$ cat config.mk
export PLATFORM = sky130hd
export DESIGN_NAME = multicycle_ctrl_flat
export DESIGN_NICKNAME = d
export VERILOG_FILES = /design/src/rtl/mp_pkg.sv /design/src/rtl/multicycle_ctrl_if.sv /design/src/rtl/multicycle_ctrl_decode.sv /design/src/rtl/multicycle_ctrl.sv /design/src/flat_wrapper.sv
export SDC_FILE = /design/constraint.sdc
export NUM_CORES = 1
export LEC_CHECK = 0
export ABC_AREA = 1
export CAP_MARGIN = 20
export CORE_MARGIN = 5
export CORE_UTILIZATION = 44
export CTS_CLUSTER_DIAMETER = 50
export DETAILED_ROUTE_END_ITERATION = 10
export PLACE_DENSITY_LB_ADDON = 0.05
export SETUP_SLACK_MARGIN = 0.1
export SLEW_MARGIN = 20
export SYNTH_ARGS = -nofsm -noshare
export SYNTH_HDL_FRONTEND = slang
export SYNTH_SLANG_ARGS = --single-unit
$ cat constraint.sdc
create_clock -name CLK -period 1.6 [get_ports CLK]
set_clock_uncertainty 0.1 [all_clocks]
set_input_delay 0.24 -clock CLK [delete_from_list [all_inputs] [get_ports CLK]]
set_output_delay 0.24 -clock CLK [all_outputs]
set_load 0.01 [all_outputs]
$ cat src/rtl/mp_pkg.sv
// Shared definitions for the multi-cycle microprocessor controller:
// FSM state codes, opcodes, instruction field positions and the control-strobe bundle.
package mp_pkg;

  typedef enum logic [2:0] {
    ST_IDLE   = 3'd0,
    ST_FETCH  = 3'd1,
    ST_DECODE = 3'd2,
    ST_EXEC   = 3'd3,
    ST_MEM    = 3'd4,
    ST_WB     = 3'd5
  } state_t;

  typedef enum logic [1:0] {
    OP_ADD = 2'b00,
    OP_LW  = 2'b01,
    OP_SW  = 2'b10,
    OP_J   = 2'b11
  } opcode_t;

  localparam int OPCODE_MSB = 7;
  localparam int OPCODE_LSB = 6;

  typedef struct packed {
    logic irLoad;
    logic pcWrite;
    logic pcSrc;
    logic aluSrc;
    logic memRead;
    logic memWrite;
    logic regWrite;
    logic regDst;
    logic memToReg;
    logic instrDone;
  } ctrl_t;

  function automatic opcode_t getOpcode(input logic [7:0] instr);
    return opcode_t'(instr[OPCODE_MSB:OPCODE_LSB]);
  endfunction

endpackage

$ cat src/rtl/multicycle_ctrl_if.sv
// Bundle between the controller (master) and the datapath/debug side (slave):
// debug inputs and fetched instruction in, datapath strobes and status out.
interface multicycle_ctrl_if #(
  parameter int RET_W = 8
);
  logic             RUN;
  logic             STEP;
  logic [7:0]       INSTR;
  logic             IR_LOAD;
  logic             PC_WRITE;
  logic             PC_SRC;
  logic             ALU_SRC;
  logic             MEM_READ;
  logic             MEM_WRITE;
  logic             REG_WRITE;
  logic             REG_DST;
  logic             MEM_TO_REG;
  logic [2:0]       STATE;
  logic             BUSY;
  logic             INSTR_DONE;
  logic [RET_W-1:0] RETIRED;

  modport master (
    input  RUN, STEP, INSTR,
    output IR_LOAD, PC_WRITE, PC_SRC, ALU_SRC, MEM_READ, MEM_WRITE,
           REG_WRITE, REG_DST, MEM_TO_REG, STATE, BUSY, INSTR_DONE, RETIRED
  );

  modport slave (
    output RUN, STEP, INSTR,
    input  IR_LOAD, PC_WRITE, PC_SRC, ALU_SRC, MEM_READ, MEM_WRITE,
           REG_WRITE, REG_DST, MEM_TO_REG, STATE, BUSY, INSTR_DONE, RETIRED
  );
endinterface

$ cat src/rtl/multicycle_ctrl_decode.sv
// Combinational Moore decode from (state, latched opcode) to the datapath strobe bundle.
module ctrl_decode
  import mp_pkg::*;
(
  input  state_t  i_state,
  input  opcode_t i_opcode,
  output ctrl_t   o_ctrl
);

  always_comb begin
    o_ctrl = '0;
    case (i_state)
      ST_FETCH: begin
        o_ctrl.irLoad  = 1'b1;
        o_ctrl.pcWrite = 1'b1;
      end
      ST_DECODE: begin
        if (i_opcode == OP_J) begin
          o_ctrl.pcWrite   = 1'b1;
          o_ctrl.pcSrc     = 1'b1;
          o_ctrl.instrDone = 1'b1;
        end
      end
      ST_EXEC: begin
        o_ctrl.aluSrc = (i_opcode == OP_LW) || (i_opcode == OP_SW);
      end
      ST_MEM: begin
        // LW keeps the address operand selected while the read is in flight
        if (i_opcode == OP_LW) begin
          o_ctrl.memRead = 1'b1;
          o_ctrl.aluSrc  = 1'b1;
        end else if (i_opcode == OP_SW) begin
          o_ctrl.memWrite  = 1'b1;
          o_ctrl.instrDone = 1'b1;
        end
      end
      ST_WB: begin
        o_ctrl.regWrite  = 1'b1;
        o_ctrl.instrDone = 1'b1;
        o_ctrl.regDst    = (i_opcode == OP_ADD);
        o_ctrl.memToReg  = (i_opcode == OP_LW);
      end
      default: o_ctrl = '0;
    endcase
  end

endmodule

$ cat src/rtl/multicycle_ctrl.sv
// Multi-cycle control sequencer: phase FSM with run/single-step debug control
// and a retired-instruction counter. All strobes come straight from registers.
module multicycle_ctrl
  import mp_pkg::*;
#(
  parameter bit AUTO_RUN = 1'b1,
  parameter int RET_W    = 8
) (
  input logic              CLK,
  input logic              RST,
  multicycle_ctrl_if.master bus
);

  state_t           r_state;
  state_t           w_nextState;
  state_t           w_endState;
  opcode_t          r_opcode;
  opcode_t          w_nextOpcode;
  logic             r_stepMode;
  logic             w_nextStepMode;
  logic [RET_W-1:0] r_retired;
  ctrl_t            r_ctrl;
  ctrl_t            w_nextCtrl;
  logic             r_busy;
  logic             w_run;
  logic             w_unusedFields;

  assign w_run          = AUTO_RUN | bus.RUN;
  assign w_unusedFields = ^bus.INSTR[OPCODE_LSB-1:0];
  assign w_endState     = (w_run && !r_stepMode) ? ST_FETCH : ST_IDLE;

  always_comb begin
    w_nextState    = r_state;
    w_nextOpcode   = r_opcode;
    w_nextStepMode = r_stepMode;
    case (r_state)
      ST_IDLE: begin
        if (w_run || bus.STEP) begin
          w_nextState    = ST_FETCH;
          w_nextStepMode = !w_run;
        end
      end
      ST_FETCH: begin
        w_nextState  = ST_DECODE;
        w_nextOpcode = getOpcode(bus.INSTR);
      end
      ST_DECODE: w_nextState = (r_opcode == OP_J) ? w_endState : ST_EXEC;
      ST_EXEC:   w_nextState = (r_opcode == OP_ADD) ? ST_WB : ST_MEM;
      ST_MEM:    w_nextState = (r_opcode == OP_LW) ? ST_WB : w_endState;
      ST_WB:     w_nextState = w_endState;
      default:   w_nextState = ST_IDLE;
    endcase
  end

  // Decoding the next state lets the strobes be registered yet still line up with STATE
  ctrl_decode u_decode (
    .i_state  (w_nextState),
    .i_opcode (w_nextOpcode),
    .o_ctrl   (w_nextCtrl)
  );

  always_ff @(posedge CLK) begin
    if (RST) begin
      r_state    <= ST_IDLE;
      r_opcode   <= OP_ADD;
      r_stepMode <= 1'b0;
      r_retired  <= '0;
      r_ctrl     <= '0;
      r_busy     <= 1'b0;
    end else begin
      r_state    <= w_nextState;
      r_opcode   <= w_nextOpcode;
      r_stepMode <= w_nextStepMode;
      r_ctrl     <= w_nextCtrl;
      r_busy     <= (w_nextState != ST_IDLE);
      if (r_ctrl.instrDone) r_retired <= r_retired + RET_W'(1);
    end
  end

  assign bus.IR_LOAD    = r_ctrl.irLoad;
  assign bus.PC_WRITE   = r_ctrl.pcWrite;
  assign bus.PC_SRC     = r_ctrl.pcSrc;
  assign bus.ALU_SRC    = r_ctrl.aluSrc;
  assign bus.MEM_READ   = r_ctrl.memRead;
  assign bus.MEM_WRITE  = r_ctrl.memWrite;
  assign bus.REG_WRITE  = r_ctrl.regWrite;
  assign bus.REG_DST    = r_ctrl.regDst;
  assign bus.MEM_TO_REG = r_ctrl.memToReg;
  assign bus.INSTR_DONE = r_ctrl.instrDone;
  assign bus.STATE      = r_state;
  assign bus.BUSY       = r_busy;
  assign bus.RETIRED    = r_retired;

endmodule

$ cat src/flat_wrapper.sv
// flat-port wrapper written by rule: the top's interface ports become plain ports
module multicycle_ctrl_flat import mp_pkg::*;
#(
  parameter bit AUTO_RUN = 1'b1,
  parameter int RET_W    = 8
)
  (CLK, RST, bus_RUN, bus_STEP, bus_INSTR, bus_IR_LOAD, bus_PC_WRITE, bus_PC_SRC, bus_ALU_SRC, bus_MEM_READ, bus_MEM_WRITE, bus_REG_WRITE, bus_REG_DST, bus_MEM_TO_REG, bus_STATE, bus_BUSY, bus_INSTR_DONE, bus_RETIRED);
  multicycle_ctrl_if #(.RET_W(RET_W)) bus_i ();
  input logic CLK;
  input logic RST;
  input wire logic [$bits(bus_i.RUN)-1:0] bus_RUN;
  input wire logic [$bits(bus_i.STEP)-1:0] bus_STEP;
  input wire logic [$bits(bus_i.INSTR)-1:0] bus_INSTR;
  output wire logic [$bits(bus_i.IR_LOAD)-1:0] bus_IR_LOAD;
  output wire logic [$bits(bus_i.PC_WRITE)-1:0] bus_PC_WRITE;
  output wire logic [$bits(bus_i.PC_SRC)-1:0] bus_PC_SRC;
  output wire logic [$bits(bus_i.ALU_SRC)-1:0] bus_ALU_SRC;
  output wire logic [$bits(bus_i.MEM_READ)-1:0] bus_MEM_READ;
  output wire logic [$bits(bus_i.MEM_WRITE)-1:0] bus_MEM_WRITE;
  output wire logic [$bits(bus_i.REG_WRITE)-1:0] bus_REG_WRITE;
  output wire logic [$bits(bus_i.REG_DST)-1:0] bus_REG_DST;
  output wire logic [$bits(bus_i.MEM_TO_REG)-1:0] bus_MEM_TO_REG;
  output wire logic [$bits(bus_i.STATE)-1:0] bus_STATE;
  output wire logic [$bits(bus_i.BUSY)-1:0] bus_BUSY;
  output wire logic [$bits(bus_i.INSTR_DONE)-1:0] bus_INSTR_DONE;
  output wire logic [$bits(bus_i.RETIRED)-1:0] bus_RETIRED;
  assign bus_i.RUN = bus_RUN;
  assign bus_i.STEP = bus_STEP;
  assign bus_i.INSTR = bus_INSTR;
  assign bus_IR_LOAD = bus_i.IR_LOAD;
  assign bus_PC_WRITE = bus_i.PC_WRITE;
  assign bus_PC_SRC = bus_i.PC_SRC;
  assign bus_ALU_SRC = bus_i.ALU_SRC;
  assign bus_MEM_READ = bus_i.MEM_READ;
  assign bus_MEM_WRITE = bus_i.MEM_WRITE;
  assign bus_REG_WRITE = bus_i.REG_WRITE;
  assign bus_REG_DST = bus_i.REG_DST;
  assign bus_MEM_TO_REG = bus_i.MEM_TO_REG;
  assign bus_STATE = bus_i.STATE;
  assign bus_BUSY = bus_i.BUSY;
  assign bus_INSTR_DONE = bus_i.INSTR_DONE;
  assign bus_RETIRED = bus_i.RETIRED;
  multicycle_ctrl #(.AUTO_RUN(AUTO_RUN), .RET_W(RET_W)) u_core (.CLK(CLK), .RST(RST), .bus(bus_i));
endmodule
== Word-level counts from Yosys, hierarchy flattened ==
Cells that the tools add are included.

* $add $sub $neg: 1
* Eq/ne operators: 15
* Muxes and demuxes: 15
* Bitwise gates (word level): 3
* Reduce and logical (&&, ||, !) cells: 9

{| class="wikitable"
|+ Operators with widths
! kind !! count
|-
| $pmux W3 S5 || 1
|-
| $eq A3 B2 Y1 const B || 4
|-
| $eq A3 B3 Y1 const B || 4
|-
| $add A8 B1 Y8 const B || 1
|-
| $mux W2 || 4
|-
| $reduce_or A2 Y1 || 4
|-
| $eq A2 B2 Y1 const B || 3
|-
| $eq A3 B1 Y1 const B || 2
|-
| $mux W3 || 2
|-
| $mux W1 || 5
|-
| $eq A2 B1 Y1 const B || 2
|-
| $logic_not A2 Y1 || 2
|-
| $pmux W1 S2 || 2
|-
| $logic_not A3 Y1 || 1
|-
| $not A1 Y1 || 3
|-
| $pmux W1 S3 || 1
|-
| $reduce_bool A3 Y1 || 1
|-
| $logic_or A1 B1 Y1 || 1
|}

* Logic and storage cells: 57
* Output and inout port bits: 22
* Flip-flop bits (word level): 24

== Logic depth before layout (Yosys ltp) ==
Gate-level depths: netlist of run 1.

* Depth in word-level cells: 6
* Mapped depth: 11
* Mapped depth without buffers: 11

== Hierarchy ==
Synthesis of run 1 repeated with hierarchy kept, for this count alone.

* Cells, all modules: 146
* Area total of the unflattened synthesis: 1074.8 um^2

{| class="wikitable"
|+ By module, submodules not included
! module !! cells an instance !! instances !! area each (um^2)
|-
| multicycle_ctrl || 116 || 1 || 903.4
|-
| ctrl_decode || 30 || 1 || 171.4
|}

== Worst setup path before layout of run 1 ==
Ideal clock, no wire load.

* Path kind: register to register
* From: register u_core.r_state[0], in the netlist u_core.bus.STATE[0]
* To: register u_core.r_ctrl (netlist bit u_core.bus.ALU_SRC)
* Library setup time: 0.113 ns
* Arrival: 1.359 ns
* Cell stages (with the launch flop): 11
* Period minus slack after synthesis: 1.572 ns
* Path buffers: 0
* Required time: 1.387 ns
* Slack: 0.028 ns
* Cells stage by stage: dfxtp_1 inv_2 nor2_4 nand2_4 o21ai_2 inv_1 ha_1 inv_1 nor2_1 nand3_1 nand2_1

* Cells in the longest elaborated chain, start to end: 5
* Elaborated cells on any way between the ends: 16

{| class="wikitable"
|+ Ends and longest elaborated chain
! what !! line !! source
|-
| from (decl) || multicycle_ctrl.sv:14 || <nowiki>state_t r_state;</nowiki>
|-
| from (signal assigned) || multicycle_ctrl.sv:71 || <nowiki>r_state <= w_nextState;</nowiki>
|-
| $eq A3 B1 Y1 (*) || multicycle_ctrl.sv:36 || <nowiki>case (r_state)</nowiki>
|-
| $mux W2 (*) || multicycle_ctrl.sv:36 ||
|-
| net u_core.u_decode.i_opcode[0] || multicycle_ctrl_decode.sv:6 || <nowiki>input opcode_t i_opcode,</nowiki>
|-
| $eq A2 B1 Y1 / $eq A2 B2 Y1 (equally long branches) || multicycle_ctrl_decode.sv:25, multicycle_ctrl_decode.sv:29 ||
|-
| $mux W2 / $logic_or A1 B1 Y1 (equally long branches) || multicycle_ctrl_decode.sv:29, multicycle_ctrl_decode.sv:25 ||
|-
| $pmux W1 S2 (*) || multicycle_ctrl_decode.sv:12 || <nowiki>case (i_state)</nowiki>
|-
| to (signal assigned) || multicycle_ctrl.sv:74 || <nowiki>r_ctrl <= w_nextCtrl;</nowiki>
|-
| to (decl) || multicycle_ctrl.sv:22 || <nowiki>ctrl_t r_ctrl;</nowiki>
|}

Mark *: on every way through the listed nets, which the timed path passes. The rest lies on a longest branch.
A chain may end at the register's enable or synchronous reset.

== Final worst setup path of run 1 ==
* From: register u_core.r_state[2], in the netlist u_core.bus.STATE[2]
* To: register u_core.r_ctrl (netlist bit u_core.bus.ALU_SRC)

The elaborated chain is that of the path after synthesis.

==> results of run 1 <==
==> synth_stat cells (all sizes together) <==
cell and instances:
nor2 18, nand3 8, a31oi 1, ha 5
nand3b 2, xnor2 1, nand4 2, dfxtp 24
o21ai 7, a21oi 6, nand2 24, nor3 1
inv 25
==> flip-flops by register name, summed over array words and instances (netlist names) <==
| register | count |
|---|---|
| u_core.bus.RETIRED | 8 |
| u_core.bus.BUSY | 1 |
| u_core.bus.PC_WRITE | 1 |
| u_core.bus.REG_WRITE | 1 |
| u_core.bus.IR_LOAD | 1 |
| u_core.r_opcode | 2 |
| u_core.bus.STATE | 3 |
| u_core.bus.ALU_SRC | 1 |
| u_core.bus.MEM_TO_REG | 1 |
| u_core.bus.REG_DST | 1 |
| u_core.bus.MEM_WRITE | 1 |
| u_core.bus.INSTR_DONE | 1 |
| u_core.bus.MEM_READ | 1 |
| u_core.bus.PC_SRC | 1 |
==> cell usage in the layout (no fill, tap or decap), drive strengths merged <==
master         instances
inv                   25
dfxtp                 24
nor2                  18
clkdlybuf4s50          3
nand4                  2
dlygate4sd2           22
ha                     5
a31oi                  1
buf                   14
nor3                   1
clkbuf                 3
nand3                  8
bufinv                 1
nand3b                 2
nand2                 24
a21oi                  6
o21ai                  7
xnor2                  1
==> worst min-delay path by stage <==
stage / start / endpoint / cells past startpoint
after global routing: u_core.bus.RETIRED[3] / u_core.bus.RETIRED[3] / 1
after CTS: u_core.bus.RETIRED[3] / u_core.bus.RETIRED[3] / 1
after global placement: u_core.bus.RETIRED[3] / u_core.bus.RETIRED[3] / 1
after floorplan: RST / u_core.r_opcode[1] / 1
final: u_core.bus.RETIRED[3] / u_core.bus.RETIRED[3] / 1
after detailed placement: u_core.bus.RETIRED[3] / u_core.bus.RETIRED[3] / 1
==> per-stage QoR <==
| step | hold WS, ns | utilization, % |
|---|---|---|
| 2_1_floorplan | 0.207 | - |
| 3_3_place_gp | 0.371 | 63.2 |
| 3_5_place_dp | 0.376 | 63.2 |
| 4_1_cts | 0.356 | 66.8 |
| 5_1_grt | 0.386 | 68.4 |
| 6_report | 0.361 | 68.4 |
==> what timing repair did <==
| action | CTS | global route |
|---|---|---|
| hold buffers | 0 | 0 |
| endpoints found under the setup margin | 25 | 8 |
| resized for setup | 37 | 7 |
| setup buffers | 3 | 1 |
| pin swaps | 5 | 5 |
==> routing by layer <==
layer	GRT usage, %	up-vias	wire length (µm)
met2	22.2	16	1050
li1	-	470	-
met4	4.97	0	18
met5	0	-	0
met3	4.17	2	107
met1	15.5	386	954
==> cells by family after synthesis <==
| group | count (synthesis) | share of synthesized area (%) |
|---|---|---|
| AND/OR/NAND/NOR | 55 | 28.4 |
| flip-flops | 24 | 46.8 |
| buffers and inverters | 25 | 9.14 |
| adder cells (fa/ha/maj) | 5 | 6.09 |
| XOR/XNOR | 1 | 0.853 |
| AO/OA/AOI/OAI | 14 | 8.77 |
==> worst reg2reg max path: cells and delay by family, from the launching register on <==
kind / cells / cell delay [ns]
compound gates: 1 / 0.07
fa+ha+maj: 1 / 0.26
buf+inv: 1 / 0.11
flops: 1 / 0.36
simple gates: 5 / 0.56
==> power groups by stage <==
stage | Combinational, mW | Sequential, mW | Clock, mW
after floorplan | 0.133 | 0.671 | 0
after global placement | 0.267 | 0.655 | 0
after detailed placement | 0.271 | 0.656 | 0
after CTS | 0.277 | 0.641 | 0.444
after global routing | 0.330 | 0.647 | 0.461
final | 0.297 | 0.642 | 0.438
==> layout make-up <==
| type | count | share of cell area (%) |
|---|---|---|
| Multi-Input combinational cell | 75 | 33.2 |
| Sequential cell | 24 | 32.9 |
| Timing Repair Buffer | 39 | 21.9 |
| Inverter | 25 | 6.20 |
| Tap cell | 28 | 2.31 |
| Clock inverter | 1 | 1.98 |
| Clock buffer | 3 | 1.49 |
==> metrics.yaml, run 1 <==
status:
  status: "completed"
routing:
  viasPerCell: 4.48
  drc_errors: 0
  ant_nets: 0
  drt-initial-drc-count: 10
  num_vias: 874
  wl_per_cell_um: 10.9
  totalWireLength_um: 2130
  dr.pass1.iters: 4
cts:
  clk_root_buffer_cell: "clkbuf_4"
  clock_path_buffers: 2
  cts_sinks: 24
  htreeDepth: 1
  clkLatencyLatePin_ns: 0.32
  cts.reportedPaths.clkPinSlew_ns: 0.15
  cts_tree: "built"
  cts_buffers: 3
hold_path:
  hp-class: "flip-flop to flip-flop"
worst_setup_path:
  cp_max_fo: 5
  timing.rr.end: "u_core.bus.ALU_SRC"
  cp-endpoint: "u_core.bus.ALU_SRC"
  path_buf_inv: 1
  worstPathCellList: "buf_6, nor2_4, nand2_4, nand2_2, o21ai_4, ha_1, nand3b_1, nand2_1"
  reg2reg_depth: 8
  crit_family: "simple AND/OR/NAND/NOR gates"
  critPathArrivalTime_ns: 1.69
  startpoint_type: "flip-flop"
  max_stage_delay_ns: 0.36
  crit_type: "flip-flop to flip-flop"
  critPathLaunch: "u_core.bus.STATE[2]"
  crit_cells: 8
  cp_slowest_cell: "dfxtp_2"
  required_ns: 1.76
  r2r_start: "u_core.bus.STATE[2]"
  crit_path_end_kind: "flip-flop"
  rrSetupSlack_ns: 0.07
global_routing:
  grt.overflow.total: 0
  track_usage_pct: 13.2
  antenna_found_initial: 0
  grt_max_degree: 15
  grt_pass1_wl_um: 3550
  grt_pass1_vias: 872
power_and_ir_drop:
  comb_power_share_pct: 21.6
  power_leakage_nw: 0.800
  ir_worst_vdd_uv: 667
  power_frac_seq_pct: 46.6
  intPower_mw: 1.02
  power_mw: 1.38
  clock_power_share_pct: 31.8
  power_density_mw_per_mm2: 910
  power.share.switching_pct: 26.2
  p_sw_mw: 0.361
yosys:
  yosysTopAreaCell: "dfxtp_1"
  seq_area_frac_synth_pct: 46.8
  netlist_area_mm2: 0.00103
  ys_warn_count: 0
  yosys-top-cells-area: "dfxtp_1, nand2_1, inv_1"
  ys_types: 22
  synth_top_area_share_pct: 46.8
  syn_nets: 141
  netlist_instances: 124
  syn_avg_cell_area_um2: 8.28
  synth-seq-cells: 24
timing:
  setup_tns_ns: 0
  drv_slew: 0
  slew_headroom_pct: 85.0
  finalWorstSetupSlack_ns: 0.0718
  max_freq_mhz: 654
  final-hold-violation-count: 0
  period_share_pct: 95.5
  setup_viol: 0
  min_period_ns: 1.53
  tightest_slew_ns: 0.224
  grt_setup_unrepaired: "true"
run:
  max_cap_violations: 0
placed_design:
  dpl_cell_area_mm2: 0.00140
  dp.cells: 187
  gp_congestion: 0.793
  dp_hpwl_um: 1600
  pre_cts_ws_ns: -0.0563
  port_buffers: 25
layout:
  multi_input_area_um2: 503
  fill_cells: 197
  fin_nets: 185
  antenna_cells: 0
  seq_area_um2: 498
  syn_to_final_growth_pct: 47.4
  drive_gt1_share_pct: 32.9
  instances_no_fill: 195
  stdcell_area_mm2: 0.00151
die:
  coreArea_mm2: 0.00221
  num_io_pins: 34
  die_y_um: 58.3
  die_w_um: 58.3
  die_area_mm2: 0.00340
  row_count: 17
  initial_core_util_pct: 46.4
No activity file was read; power rests on OpenSTA's default activity.
==> run 2: changes to the inputs <==
Settings changed: PLACE_DENSITY set to 0.77, PLACE_DENSITY_LB_ADDON 0.05 to unset.
==> metrics.yaml, run 2 (synthesized netlist as in run 1, its figures left out) <==
status:
  status: "completed"
routing:
  dr.pass1.iters: 4
  totalWireLength_um: 2220
  viasPerCell: 4.68
  ant_nets: 0
  drt-initial-drc-count: 12
  drc_errors: 0
  num_vias: 917
  wl_per_cell_um: 11.3
power_and_ir_drop:
  ir_worst_vdd_uv: 910
  power_frac_seq_pct: 45.5
  intPower_mw: 1.04
  power_density_mw_per_mm2: 908
  power.share.switching_pct: 26.4
  p_sw_mw: 0.373
  comb_power_share_pct: 24.1
  power_leakage_nw: 0.809
  clock_power_share_pct: 30.5
layout:
  syn_to_final_growth_pct: 51.9
  largest_register_ff_count: 8
  fin_nets: 186
  drive_gt1_share_pct: 35.1
  fill_cells: 177
  final_cell_mix: "dlygate4sd2_1, nand2_1, inv_1"
  instances_no_fill: 196
  antenna_cells: 0
  final_common_cell: "dlygate4sd2_1"
placed_design:
  dp.cells: 187
  dp_hpwl_um: 1570
  gp_congestion: 0.821
  port_buffers: 25
  pre_cts_ws_ns: -0.0542
timing:
  min_period_ns: 1.50
  period_share_pct: 93.9
  whs_ns: 0.359
  final-hold-violation-count: 0
  setup_viol: 0
  drv_slew: 0
  slew_headroom_pct: 86.4
  tightest_slew_ns: 0.204
  max_freq_mhz: 666
  finalWorstSetupSlack_ns: 0.0975
  grt_setup_unrepaired: "true"
worst_setup_path:
  critPathArrivalTime_ns: 1.63
  startpoint_type: "flip-flop"
  cp_max_fo: 5
  crit_type: "flip-flop to flip-flop"
  required_ns: 1.73
  crit_path_end_kind: "flip-flop"
global_routing:
  grt_max_degree: 15
  track_usage_pct: 13.3
  grt.overflow.total: 0
  grt_pass1_wl_um: 3550
  antenna_found_initial: 0
  grt_pass1_vias: 847
cts:
  htreeDepth: 1
  cts_buffers: 3
  cts_tree: "built"
  clock_path_buffers: 2
  cts.reportedPaths.clkPinSlew_ns: 0.13
  clk_root_buffer_cell: "clkbuf_4"
  cts_sinks: 24
  clkLatencyLatePin_ns: 0.31
hold_path:
  hp-class: "flip-flop to flip-flop"
die:
  coreArea_mm2: 0.00221
  die_area_mm2: 0.00340
  num_io_pins: 34
  row_count: 17
  initial_core_util_pct: 46.4
  die_y_um: 58.3
  die_w_um: 58.3
run:
  max_cap_violations: 0
==> run 2: cell count changes in the layout (fill, tap and decap cells not counted), sizes merged <==
cell,change
buf,+1
==> run 2: final cells by class <==
type                       count  area [µm²]  area share, %
clock buffer                   3        22.5           1.44
clock inverter                 1        30.0           1.92
inverter                      25        98.8           6.34
multi-input combinational     75         533           34.2
sequential                    24         494           31.7
tap                           28        35.0           2.25
timing repair buffer          40         347           22.2
==> run 2: repair_timing <==
action | 4_1_cts | 5_1_grt
setup endpoints to repair | 29 | 8
buffers inserted | 3 | 2
hold buffers | 0 | 0
gates resized for setup | 36 | 17
pin swaps | 1 | 8
endpoints found under the hold margin | 0 | 0
==> run 2: worst paths after layout <==
kind | endpoint | from | slack [ns] | cells after the start
worst max-delay path | u_core.bus.PC_WRITE | u_core.bus.STATE[0] | 0.1 | 10
worst min-delay path | u_core.bus.RETIRED[3] | u_core.bus.RETIRED[3] | 0.36 | 1
worst max register to register | u_core.bus.PC_WRITE | u_core.bus.STATE[0] | 0.1 | 10
worst min register to register | u_core.bus.RETIRED[3] | u_core.bus.RETIRED[3] | 0.36 | 1
==> run 2: per-layer routing <==
metal	wire length, µm	vias up	global-route usage [%]	share of wire, %
met1	930	425	15.5	42
met2	1150	17	22.5	52
met4	12	0	3.64	0.54
met3	130	2	5.48	5.8
li1	-	473	-	-
met5	0	-	0	0
==> run 2: critical path, cell delays in order (launching register included) <==
cell	delay (ns)
dfxtp_4	0.39
inv_4	0.04
nor2_4	0.11
nand2_4	0.11
nand2_4	0.08
o21ai_4	0.07
buf_4	0.14
buf_6	0.11
ha_4	0.15
nand3_4	0.06
nand2_1	0.05
==> run 2: metrics by stage <==
| step | cell area, µm² | utilization [%] | total power, mW | setup TNS (ns) |
|---|---|---|---|---|
| after floorplan | 1040 | - | 0.804 | 0 |
| after CTS | 1480 | 66.9 | 1.36 | 0 |
| after global placement | 1400 | 63.2 | 0.920 | -0.0347 |
| after global routing | 1560 | 70.5 | 1.49 | 0 |
| final | 1560 | 70.5 | 1.42 | 0 |
| after detailed placement | 1400 | 63.2 | 0.927 | -0.0928 |
==> run 2: power by group through the flow <==
stage	combinational (mW)	sequential, mW	clock [mW]
3_5_place_dp	0.271	0.657	0
4_1_cts	0.286	0.642	0.436
5_1_grt	0.370	0.649	0.476
3_3_place_gp	0.265	0.655	0
2_1_floorplan	0.133	0.671	0
6_report	0.341	0.644	0.431
==> run 3: changes to the inputs <==
Settings changed: CORE_MARGIN 5 to unset, SKIP_LAST_GASP set to 1.
==> metrics.yaml, run 3 (synthesized netlist as in run 1, its figures left out) <==
status:
  status: "completed"
routing:
  drc_errors: 0
  wl_per_cell_um: 11.4
  viasPerCell: 4.56
  totalWireLength_um: 2200
  dr.pass1.iters: 4
  drt-initial-drc-count: 8
  num_vias: 880
  ant_nets: 0
power_and_ir_drop:
  ir_worst_vdd_uv: 520
  power_mw: 1.32
  power_leakage_nw: 0.791
  power_density_mw_per_mm2: 879
cts:
  htreeDepth: 1
  clk_root_buffer_cell: "clkbuf_4"
  cts_tree: "built"
  cts_sinks: 24
  clkLatencyLatePin_ns: 0.32
  ctsHoldBuffers: 0
  clock_path_buffers: 2
  cts_buffers: 3
  cts.reportedPaths.clkPinSlew_ns: 0.14
placed_design:
  gp_congestion: 0.813
  dp_hpwl_um: 1520
  port_buffers: 25
  dp.cells: 185
layout:
  instances_no_fill: 193
  fin_nets: 183
  drive_gt1_share_pct: 33.3
  final_common_cell: "dlygate4sd2_1"
  antenna_cells: 0
  largest_register_ff_count: 8
  final_cell_mix: "dlygate4sd2_1, nand2_1, inv_1"
  syn_to_final_growth_pct: 46.8
global_routing:
  grt_pass1_vias: 868
  grt_max_degree: 15
  grt.overflow.total: 0
  antenna_found_initial: 0
  grt_pass1_wl_um: 3680
  track_usage_pct: 19.3
worst_setup_path:
  required_ns: 1.73
  critPathArrivalTime_ns: 1.68
  max_stage_delay_ns: 0.35
  startpoint_type: "flip-flop"
  worstPathCellList: "buf_6, nor2_4, nand2_4, nand2_4, o21ai_4, buf_4, buf_4, ha_1, inv_1, nor2_1"
  cp_slowest_cell: "dfxtp_2"
  cp_max_fo: 5
  rrSetupSlack_ns: 0.05
  crit_type: "flip-flop to flip-flop"
  path_buf_inv: 4
  crit_family: "buffers and inverters"
  crit_path_end_kind: "flip-flop"
die:
  row_count: 17
  die_area_mm2: 0.00253
  die_w_um: 50.3
  coreArea_mm2: 0.00221
  num_io_pins: 34
  die_y_um: 50.3
  initial_core_util_pct: 46.4
timing:
  drv_slew: 0
  tightest_slew_ns: 0.199
  slew_headroom_pct: 86.7
  final-hold-violation-count: 0
  period_share_pct: 96.8
  grt_setup_unrepaired: "true"
  setup_tns_ns: 0
  min_period_ns: 1.55
  setup_viol: 0
  max_freq_mhz: 645
run:
  max_cap_violations: 0
hold_path:
  hp-class: "flip-flop to flip-flop"
[run 3: cell count changes in the layout (fill, tap and decap cells not counted), moves of 2 or more]
cell	delta
dfxtp_1	-2
dfxtp_4	+3
ha_1	+2
buf_6	-2
[run 3: routing by layer]
| metal | GRT usage [%] | up-vias | share of wire (%) |
|---|---|---|---|
| met5 | 0 | - | 0 |
| met4 | 10.2 | 0 | 1.6 |
| met3 | 3.64 | 6 | 3.7 |
| met2 | 32.4 | 17 | 50 |
| met1 | 23.2 | 394 | 44 |
| li1 | - | 463 | - |
[run 3: worst paths after layout]
| kind | start | to | depth (start not counted) |
|---|---|---|---|
| worst min register to register | u_core.bus.RETIRED[3] | u_core.bus.RETIRED[3] | 1 |
| worst max-delay path | u_core.bus.STATE[2] | u_core.bus.REG_DST | 10 |
| worst min-delay path | u_core.bus.RETIRED[3] | u_core.bus.RETIRED[3] | 1 |
| worst max register to register | u_core.bus.STATE[2] | u_core.bus.REG_DST | 10 |
[run 3: per-stage QoR]
stage               hold slack (ns)  instance area, µm²  setup slack [ns]  util (%)
floorplan                     0.207                1040             0.100         -
global placement              0.370                1380           -0.0265      62.6
detailed placement            0.387                1380           -0.0435      62.6
CTS                           0.361                1490            0.0751      67.1
global route                  0.402                1510           -0.0210      68.2
finish                        0.363                1510            0.0507      68.2
[run 3: area by class of cell]
class | instances | area [µm²]
fill | 178 | 704
inverter | 25 | 96.3
sequential | 24 | 504
clock buffer | 4 | 47.5
multi-input combinational | 75 | 508
timing repair buffer | 37 | 317
tap | 28 | 35.0
[run 3: worst reg2reg max path: stages, from the launching register on]
cell and delay, ns:
dfxtp_2 0.35, buf_6 0.11, nor2_4 0.13, nand2_4 0.11, nand2_4 0.08, o21ai_4 0.06, buf_4 0.13, buf_4 0.12
ha_1 0.18, inv_1 0.05, nor2_1 0.04
[run 3: timing repair]
item / in CTS / in global routing
cloned: 0 / 0
setup buffers: 4 / 0
endpoints found under the setup margin: 28 / 8
pin swaps: 3 / 4
hold endpoints to repair: 0 / 0
resized for setup: 43 / 6
[run 3: power breakdown]
| group | switching [mW] | internal [mW] | total (mW) |
|---|---|---|---|
| Clock | 0.190 | 0.191 | 0.381 |
| Sequential | 0.0220 | 0.625 | 0.647 |
| Combinational | 0.159 | 0.137 | 0.296 |
| Total | 0.371 | 0.953 | 1.32 |
